==> src/rtl/mp_alu_seq_pkg.sv <==
// Shared definitions for the multi-precision ALU sequencer: ALU op codes,
// op-class predicates and the sequencer state encoding.
package mp_alu_seq_pkg;

    // Op codes of the external 8-bit combinational ALU.
    localparam logic [2:0] OP_ADD = 3'd0;
    localparam logic [2:0] OP_ADC = 3'd1;
    localparam logic [2:0] OP_SBB = 3'd2;
    localparam logic [2:0] OP_AND = 3'd3;
    localparam logic [2:0] OP_OR  = 3'd4;
    localparam logic [2:0] OP_XOR = 3'd5;
    localparam logic [2:0] OP_NOT = 3'd6;
    localparam logic [2:0] OP_CLR = 3'd7;

    typedef enum logic [1:0] {
        ST_IDLE = 2'd0,
        ST_RUN  = 2'd1,
        ST_DONE = 2'd2
    } state_t;

    // Ops whose ALU carry-out is meaningful (ADD, ADC, SBB).
    function automatic logic op_is_arith(input logic [2:0] op);
        return (op <= OP_SBB);
    endfunction

    // Ops that consume the command's carry/borrow-in on the first byte.
    function automatic logic op_takes_ci(input logic [2:0] op);
        return (op == OP_ADC) || (op == OP_SBB);
    endfunction

endpackage

==> src/rtl/mp_alu_seq.sv <==
// Multi-precision sequencer: walks an NBYTES-wide command through an external
// 8-bit ALU one byte per cycle (LSB first), chaining carry/borrow, then
// returns the assembled result with carry and zero flags.
//
// Handshakes: a transfer happens on a rising clk edge where valid and ready
// are both high. The requester holds valid and payload stable until that
// edge; the block holds rsp_valid and rsp_* stable until rsp_ready is seen.
module mp_alu_seq
    import mp_alu_seq_pkg::*;
#(
    parameter int NBYTES = 4,
    localparam int W = 8 * NBYTES
) (
    input  logic         clk,
    input  logic         rst_n,
    input  logic         cmd_valid,
    output logic         cmd_ready,
    input  logic [2:0]   cmd_op,
    input  logic [W-1:0] cmd_a,
    input  logic [W-1:0] cmd_b,
    input  logic         cmd_ci,
    output logic         rsp_valid,
    input  logic         rsp_ready,
    output logic [W-1:0] rsp_result,
    output logic         rsp_co,
    output logic         rsp_zero,
    output logic [2:0]   alu_op,
    output logic [7:0]   alu_a,
    output logic [7:0]   alu_b,
    output logic         alu_ci,
    input  logic [7:0]   alu_result,
    input  logic         alu_co
);

    localparam int IW = (NBYTES > 1) ? $clog2(NBYTES) : 1;
    localparam logic [IW-1:0] IDX_LAST = IW'(NBYTES - 1);
    localparam logic [W-1:0]  LANE_MASK = W'(8'hFF);

    state_t         state_q, state_d;
    logic [IW-1:0]  idx_q, idx_d;
    logic [2:0]     op_q, op_d;
    logic [W-1:0]   a_q, a_d;
    logic [W-1:0]   b_q, b_d;
    logic           first_ci_q, first_ci_d;
    logic           carry_q, carry_d;
    logic [W-1:0]   result_q, result_d;
    logic           zero_q, zero_d;

    // Bit offset of the current byte lane, and operands shifted down to it.
    logic [IW+2:0]  lane_sh;
    logic [W-1:0]   a_shift;
    logic [W-1:0]   b_shift;

    // Response outputs come straight from registers so they stay stable in DONE.
    assign rsp_result = result_q;
    assign rsp_co     = carry_q;
    assign rsp_zero   = zero_q;

    // Lane select: move byte idx of each operand into bits [7:0].
    always_comb begin
        lane_sh = {idx_q, 3'b000};
        a_shift = a_q >> lane_sh;
        b_shift = b_q >> lane_sh;
    end

    // Next-state, datapath update and handshake/ALU outputs.
    always_comb begin
        state_d    = state_q;
        idx_d      = idx_q;
        op_d       = op_q;
        a_d        = a_q;
        b_d        = b_q;
        first_ci_d = first_ci_q;
        carry_d    = carry_q;
        result_d   = result_q;
        zero_d     = zero_q;
        cmd_ready  = 1'b0;
        rsp_valid  = 1'b0;
        alu_op     = OP_CLR;
        alu_a      = 8'd0;
        alu_b      = 8'd0;
        alu_ci     = 1'b0;

        unique case (state_q)
            ST_IDLE: begin
                cmd_ready = 1'b1;
                if (cmd_valid) begin
                    op_d       = cmd_op;
                    a_d        = cmd_a;
                    b_d        = cmd_b;
                    first_ci_d = op_takes_ci(cmd_op) ? cmd_ci : 1'b0;
                    carry_d    = 1'b0;
                    result_d   = '0;
                    idx_d      = '0;
                    state_d    = ST_RUN;
                end
            end

            ST_RUN: begin
                alu_a  = a_shift[7:0];
                alu_b  = b_shift[7:0];
                alu_ci = (idx_q == '0) ? first_ci_q : carry_q;
                // Upper bytes of a plain ADD must add in the chained carry.
                alu_op = ((op_q == OP_ADD) && (idx_q != '0)) ? OP_ADC : op_q;

                result_d = (result_q & ~(LANE_MASK << lane_sh))
                         | (W'(alu_result) << lane_sh);
                // Logic ops leave the ALU carry stale, so never sample it.
                carry_d  = op_is_arith(op_q) ? alu_co : 1'b0;

                if (idx_q == IDX_LAST) begin
                    zero_d  = (result_d == '0);
                    state_d = ST_DONE;
                end else begin
                    idx_d = idx_q + IW'(1);
                end
            end

            ST_DONE: begin
                rsp_valid = 1'b1;
                if (rsp_ready) begin
                    state_d = ST_IDLE;
                end
            end

            default: begin
                state_d = ST_IDLE;
            end
        endcase
    end

    // State and datapath registers; async reset discards any in-flight command.
    always_ff @(posedge clk or negedge rst_n) begin
        if (!rst_n) begin
            state_q    <= ST_IDLE;
            idx_q      <= '0;
            op_q       <= 3'd0;
            a_q        <= '0;
            b_q        <= '0;
            first_ci_q <= 1'b0;
            carry_q    <= 1'b0;
            result_q   <= '0;
            zero_q     <= 1'b0;
        end else begin
            state_q    <= state_d;
            idx_q      <= idx_d;
            op_q       <= op_d;
            a_q        <= a_d;
            b_q        <= b_d;
            first_ci_q <= first_ci_d;
            carry_q    <= carry_d;
            result_q   <= result_d;
            zero_q     <= zero_d;
        end
    end

endmodule

==> config.mk <==
export PLATFORM = sky130hd
export DESIGN_NAME = mp_alu_seq
export DESIGN_NICKNAME = d
export VERILOG_FILES = /design/src/rtl/mp_alu_seq_pkg.sv /design/src/rtl/mp_alu_seq.sv
export SDC_FILE = /design/constraint.sdc
export NUM_CORES = 1
export LEC_CHECK = 0
export BUFFER_PORTS_ARGS = -buffer_cell sky130_fd_sc_hd__buf_2
export CAP_MARGIN = 10
export CORE_MARGIN = 2
export CORE_UTILIZATION = 45
export DETAILED_ROUTE_END_ITERATION = 8
export PLACE_DENSITY = 0.78
export SYNTH_ARGS = -nofsm -noshare
export SYNTH_HDL_FRONTEND = slang
export SYNTH_SLANG_ARGS = --single-unit
export TNS_END_PERCENT = 50
==> constraint.sdc <==
create_clock -name clk -period 2.71 [get_ports clk]
set_clock_uncertainty 0.05 [all_clocks]
set_input_delay 0.542 -clock clk [delete_from_list [all_inputs] [get_ports clk]]
set_output_delay 0.542 -clock clk [all_outputs]
set_load 0.03 [all_outputs]
==> results of run 1 <==
==> power groups by stage <==
stage / Combinational, W / Clock [W] / Sequential [W]
2_1_floorplan: 0.00297 / 0 / 0.00304
3_5_place_dp: 0.00417 / 0 / 0.00281
6_report: 0.00414 / 0.000898 / 0.00279
3_3_place_gp: 0.00409 / 0 / 0.00277
4_1_cts: 0.00418 / 0.000923 / 0.00280
5_1_grt: 0.00442 / 0.000980 / 0.00289
==> layer usage <==
metal	up-vias	part of all wire
li1	1447	-
met1	1608	0.43
met2	133	0.48
met3	18	0.073
met4	0	0.020
met5	-	0
==> area by class of cell <==
| type | count | area, um2 |
|---|---|---|
| clock inverter | 7 | 52.6 |
| multi-input combinational | 186 | 2120 |
| clock buffer | 9 | 124 |
| inverter | 4 | 15.0 |
| tap | 140 | 175 |
| timing repair buffer | 145 | 778 |
| fill | 905 | 4870 |
| sequential | 106 | 2650 |
==> cell usage after synthesis (2+ instances only) <==
cell,instances,area [um2]
mux4_2,8,180
nand4b_1,3,26.3
a22o_1,32,280
mux2_4,57,856
a21oi_2,3,26.3
ha_1,4,50.1
buf_6,9,101
nand2b_1,5,31.3
o21ai_0,3,15.0
nor3_1,3,15.0
nor4_1,6,37.5
o21ai_1,2,10.0
nor2_1,2,7.51
mux4_1,8,210
nor2b_1,2,12.5
mux2_2,10,113
and2_1,16,100
nor3_2,4,40.0
nand2_1,6,22.5
inv_1,4,15.0
a21oi_1,3,15.0
buf_2,4,20.0
dfrtp_1,106,2650
==> state kept, by name, indices dropped and copies added (netlist names) <==
register / cells
a_q: 32
b_q: 32
rsp_result: 32
op_q: 3
idx_q: 2
state_q: 2
first_ci_q: 1
rsp_co: 1
rsp_zero: 1
==> logic make-up (layout without fill, tap and decap cells) <==
family                     after synthesis  after routing  share of synthesized area
adders and majority gates                4              4                     0.0101
DFF                                    106            106                      0.537
AOI/OAI and AO/OA                       44             44                     0.0716
buffers and inverters                   20            165                     0.0339
xor gates and xnor gates                 1              1                    0.00177
and+or+nand+nor                         53             53                     0.0691
muxes                                   84             84                      0.277
==> critical path, delay by kind of cell, from the launching register on <==
| family | cells | cell delay (ns) |
|---|---|---|
| AND/OR/NAND/NOR | 2 | 0.44 |
| buffers and inverters | 2 | 0.39 |
| flip-flops | 1 | 0.41 |
| adder cells (fa/ha/maj) | 1 | 0.31 |
==> metrics by stage <==
step / util / area, um2
final: 0.549 / 5920
after global routing: 0.549 / 5920
after CTS: 0.549 / 5920
after detailed placement: 0.531 / 5730
after global placement: 0.531 / 5730
after floorplan: - / 4940
==> worst max path at each step <==
stage                         start        end  cells after the start
4_1_cts        idx_q[0]$_DFFE_PN0P_  alu_op[0]                      5
2_1_floorplan  idx_q[0]$_DFFE_PN0P_  alu_op[0]                      5
6_report       idx_q[0]$_DFFE_PN0P_  alu_op[0]                      5
5_1_grt        idx_q[0]$_DFFE_PN0P_  alu_op[0]                      5
3_5_place_dp   idx_q[0]$_DFFE_PN0P_  alu_op[0]                      5
3_3_place_gp   idx_q[0]$_DFFE_PN0P_   alu_b[2]                      4
==> metrics.md, run 1 <==
| Metric | Value |
|---|---|
| #FFs+latches synth | `106` |
| RePlAce Congestion | `0.864` |
| Iter 0 DRT Violations | `169` |
| Leakage | `2.91 nW` |
| PwrDens | `1320 nW/um2` |
| Die width | `109 um` |
| Critical Path, Cell by Cell | `inv_1, ha_1, nor3_1, or3_1, buf_2` |
| Crit path largest cell delay | `0.41 ns` |
| Hold WC Path Type | `input port to flip-flop` |
| Min-Delay Path Depth | `2` |
| Final setup TNS | `0 ns` |
| Post-detailed-route count of antenna-violating nets | `0` |
| EDFF count, synth | `0` |
| Die Y | `109 um` |
| Final Hold Slack | `0.307 ns` |
| Net count reported at finish | `537` |
| Post_cts resized | `0` |
| Final-report max-slew violation count | `0` |
| Max-cap viol count | `0` |
| Num rows | `38` |
| Synthesized net count | `397` |
| Initial antenna violation count | `0` |
| # hold bufs at CTS | `1` |
| Clock sinks | `106` |
| Crit end category | `output port` |
| Clk buf depth | `2` |
| Inserted Diodes | `0` |
| Placement Setup Slack | `0.581 ns` |
| Psw | `0.00319 W` |
| Switching Share | `0.407` |
| Commonest cells after routing, fill and taps aside | `135 x buf_2, 106 x dfrtp_1, 57 x mux2_4` |
| CP arrival | `1.92 ns` |
| Worst hold endpoint | `state_q[1]$_DFFE_PN0P_` |
| Final Hold Viols | `0` |
| Register share of total power | `0.357` |
| Grt met2 use | `0.293` |
| Fin crit share | `0.926` |
| Fin worst setup slack | `0.199 ns` |
| Max FO, Critical Path | `6` |
| RSZ-0062 raised after global routing | `false` |
| Routed WL per cell | `18.4 um` |
| Share of layout cells above drive strength 1 | `0.538` |
| Core footprint | `10800 um2` |
| Via count | `3206` |
| Total Power | `0.00783 W` |
| Worst R2R Path Depth | `5` |
| Avg Cell Area, Syn | `15.8 um2` |
| Post-synth design cell area | `4940 um2` |
| Required @ worst endpoint | `2.12 ns` |
| I/O pin count | `137` |
| Status | `finished clean` |
| GRT Max-Usage Layer | `met2` |
| Die outline area | `11800 um2` |
| Int Power | `0.00464 W` |
| Area Overhead vs Synth | `19.8%` |
| Cts bufs inserted | `9` |
| Reg-to-reg slack, setup | `0.89 ns` |
| WL final | `11.0 mm` |
| Post-synthesis sequential area ratio | `0.537` |
| VDD IR max | `0.581 mV` |
| Asr flop ratio synth | `1.00` |
| PortBufs | `136` |
| Critical path's slowest cell | `dfrtp_1` |
| GRT Residual Overflow | `0` |
| First-pass GRT wire length | `16.8 mm` |
| CTS H-Tree Depth | `3` |
| Rel. slew slack | `0.637` |
| Worst slew pin tran | `0.542 ns` |
| Startpoint types | `flip-flop` |
| Vias in the first global route | `3273` |
| Ys Warns | `0` |
| Total Routing Usage GR | `0.187` |
| Via density | `5.37` |
| Most common cell after layout, fill and taps aside | `buf_2` |
| Postcts setup bufs | `0` |
| Met1 Use GR | `0.255` |
| Crit path time final | `2.51 ns` |
| Worst-path clk slew | `0.10 ns` |
| Root Driver | `clkbuf_8` |
| DRT Pass-1 Iters | `4` |
| Setup violators final | `0` |
| FF-to-FF End | `rsp_result[29]$_DFFE_PN0P_` |
| Ys flop type | `dfrtp_1` |
| Placed Instances | `580` |
| Crit Reg-Reg Startpoint | `idx_q[1]$_DFFE_PN0P_` |
| DRC | `0` |
| Library cells used by synthesis | `35` |
| Largest net degree at the start of global routing | `59` |
| Clk network pwr share | `0.115` |
| Crit path kind | `flip-flop to output port` |
| Post-route non-filler standard cell count | `597` |
| DP Wirelength | `7.78 mm` |
| Gate power share | `0.528` |
| M3 GR Usage | `0.0389` |
| Clk_lat worst skew | `0.37 ns` |
| Cells after Synth | `312` |
| FMAX | `398 MHz` |
| Min-delay src | `rsp_ready` |
| CTS tree | `built` |
| Starting Density | `0.458` |
Power figures use the tool's default switching activity.
==> run 2: changes to the inputs <==
--- a/config.mk
+++ b/config.mk
@@ -5,12 +5,12 @@
 export SDC_FILE = /design/constraint.sdc
 export NUM_CORES = 1
 export LEC_CHECK = 0
-export BUFFER_PORTS_ARGS = -buffer_cell sky130_fd_sc_hd__buf_2
 export CAP_MARGIN = 10
 export CORE_MARGIN = 2
 export CORE_UTILIZATION = 45
 export DETAILED_ROUTE_END_ITERATION = 8
-export PLACE_DENSITY = 0.78
+export DONT_BUFFER_PORTS = 1
+export PLACE_DENSITY = 0.68
 export SYNTH_ARGS = -nofsm -noshare
 export SYNTH_HDL_FRONTEND = slang
 export SYNTH_SLANG_ARGS = --single-unit
==> constraint.sdc (replaced) <==
create_clock -name clk -period 2.71 [get_ports clk]
set_clock_uncertainty 0.05 [all_clocks]
set_input_delay 0.271 -clock clk [delete_from_list [all_inputs] [get_ports clk]]
set_output_delay 0.271 -clock clk [all_outputs]
set_load 0.03 [all_outputs]
==> run 2 against run 1 <==
The flow now finishes with violations (hold timing); cell count shrank 10%; via count shrank 6.0%; sequential share of layout area shrank 0.53 points; combinational power shrank 18%; power shrank 4.2%; non-clock buffer count shrank 61; critical path depth shrank 2; die area is the same; fmax grew 8.1%; first-iteration DRC count grew 38%; critical path type unchanged; largest power group unchanged.
==> metrics.md, run 2 (same netlist as run 1, synthesis figures left out) <==
| Metric | Value |
|---|---|
| Clk network pwr share | `0.119` |
| Final-report max-slew violation count | `0` |
| GRT Max-Usage Layer | `met2` |
| Root Driver | `clkbuf_8` |
| Die width | `109 um` |
| Crit end category | `output port` |
| Cts bufs inserted | `9` |
| Critical path's top delay family | `multiplexers` |
| I/O pin count | `137` |
| # hold bufs at CTS | `76` |
| Register share of total power | `0.429` |
| Required @ worst endpoint | `2.39 ns` |
| Failing checks | `hold timing` |
| Max FO, Critical Path | `20` |
| Die Y | `109 um` |
| Grt met2 use | `0.319` |
| RePlAce Congestion | `0.790` |
| VDD IR max | `0.512 mV` |
| Final Hold Slack | `-0.462 ns` |
| Inserted Diodes | `0` |
| RSZ-0062 raised after global routing | `false` |
| Routed WL per cell | `21.0 um` |
| Max-cap viol count | `0` |
| Worst-path clk slew | `0.10 ns` |
| Starting Density | `0.458` |
| Crit Reg-Reg Startpoint | `state_q[0]$_DFFE_PN0P_` |
| DRT Pass-1 Iters | `4` |
| Clk buf depth | `2` |
| Total Power | `0.00750 W` |
| Switching Share | `0.413` |
| WL final | `11.3 mm` |
| Fin worst setup slack | `0.387 ns` |
| Clk_lat worst skew | `0.36 ns` |
| CP Launch Point | `idx_q[0]$_DFFE_PN0P_` |
| DP Wirelength | `7.26 mm` |
| Num rows | `38` |
| Via density | `5.62` |
| Postcts setup bufs | `0` |
| Final setup TNS | `0 ns` |
| Post_cts resized | `0` |
| Commonest cells after routing, fill and taps aside | `106 x dfrtp_1, 77 x dlygate4sd3_1, 57 x mux2_4` |
| Die outline area | `11800 um2` |
| CTS H-Tree Depth | `3` |
| Worst slew pin tran | `0.594 ns` |
| Setup violators final | `0` |
| Critical path's slowest cell | `mux4_1` |
| Clock sinks | `106` |
| Leakage | `2.64 nW` |
| Largest net degree at the start of global routing | `107` |
| CTS tree | `built` |
| Post-detailed-route count of antenna-violating nets | `0` |
| Hold WC Path Type | `input port to asynchronous set/reset pin` |
| Crit path largest cell delay | `0.62 ns` |
| Buf+Inv Stages, Crit Path | `1` |
| Iter 0 DRT Violations | `234` |
| Rel. slew slack | `0.602` |
| Met1 Use GR | `0.253` |
| Final Hold Viols | `106` |
| PortBufs | `0` |
| Status | `finished with violations` |
| Net count reported at finish | `476` |
| Fin crit share | `0.857` |
| GRT Residual Overflow | `0` |
| CP arrival | `2.00 ns` |
| Placement Setup Slack | `0.703 ns` |
| Vias in the first global route | `3259` |
| Share of layout cells above drive strength 1 | `0.275` |
| FMAX | `431 MHz` |
| Startpoint types | `flip-flop` |
| Most common cell after layout, fill and taps aside | `dfrtp_1` |
| Core footprint | `10800 um2` |
| First-pass GRT wire length | `17.7 mm` |
| Crit path time final | `2.32 ns` |
| DRC | `0` |
| Gate power share | `0.452` |
| Initial antenna violation count | `0` |
| Crit path kind | `flip-flop to output port` |
| Area Overhead vs Synth | `21.2%` |
| M3 GR Usage | `0.0634` |
| Int Power | `0.00441 W` |
| Via count | `3013` |
| PwrDens | `1250 nW/um2` |
| Psw | `0.00310 W` |
| Critical Path, Cell by Cell | `buf_4, mux4_1, and2_1` |
| Total Routing Usage GR | `0.197` |
-- run 2: cell count changes in the layout (fill, tap and decap cells not counted) --
cell,previous run,this run
buf_2,135,0
clkinvlp_4,4,3
inv_6,2,1
dlygate4sd3_1,1,77
clkinv_4,0,2
buf_4,7,5
-- run 2: stage by stage --
stage | util | cell area [um2] | std cells
floorplan | - | 4940 | 312
global placement | 0.467 | 5040 | 443
detailed placement | 0.467 | 5040 | 443
CTS | 0.554 | 5980 | 535
global route | 0.555 | 5990 | 536
finish | 0.555 | 5990 | 536
-- run 2: power groups by stage --
stage | Sequential [W] | Combinational [W] | Clock (W)
floorplan | 0.00304 | 0.00297 | 0
global placement | 0.00320 | 0.00322 | 0
detailed placement | 0.00323 | 0.00331 | 0
CTS | 0.00321 | 0.00341 | 0.000919
global route | 0.00333 | 0.00363 | 0.000995
finish | 0.00322 | 0.00339 | 0.000895
-- run 2: path summary, 6_finish.rpt --
path                                                    to  slack (ns)  cells past startpoint
worst max-delay path                              alu_b[7]        0.39                      3
worst min-delay path            rsp_result[17]$_DFFE_PN0P_       -0.46                      0
worst max register to register         b_q[11]$_DFFE_PN0P_        0.69                      4
worst min register to register         b_q[15]$_DFFE_PN0P_        0.46                      1
max in group asynchronous             rsp_zero$_DFFE_PN0P_        2.87                      0
min in group clk                    first_ci_q$_DFFE_PN0P_        0.03                      2
-- run 2: cell type report --
class / instances / area [um2]
clock buffers: 9 / 124
inverters: 4 / 15.0
flip-flops and latches: 106 / 2650
repair buffers: 84 / 848
fillers: 865 / 4800
multi-input cells: 186 / 2120
well taps: 140 / 175
clock inverters: 7 / 53.8
-- run 2: per-layer routing --
metal | share of wire | up-vias
li1 | - | 1317
met1 | 0.42 | 1565
met2 | 0.50 | 121
met3 | 0.075 | 10
met4 | 0.011 | 0
met5 | 0 | -
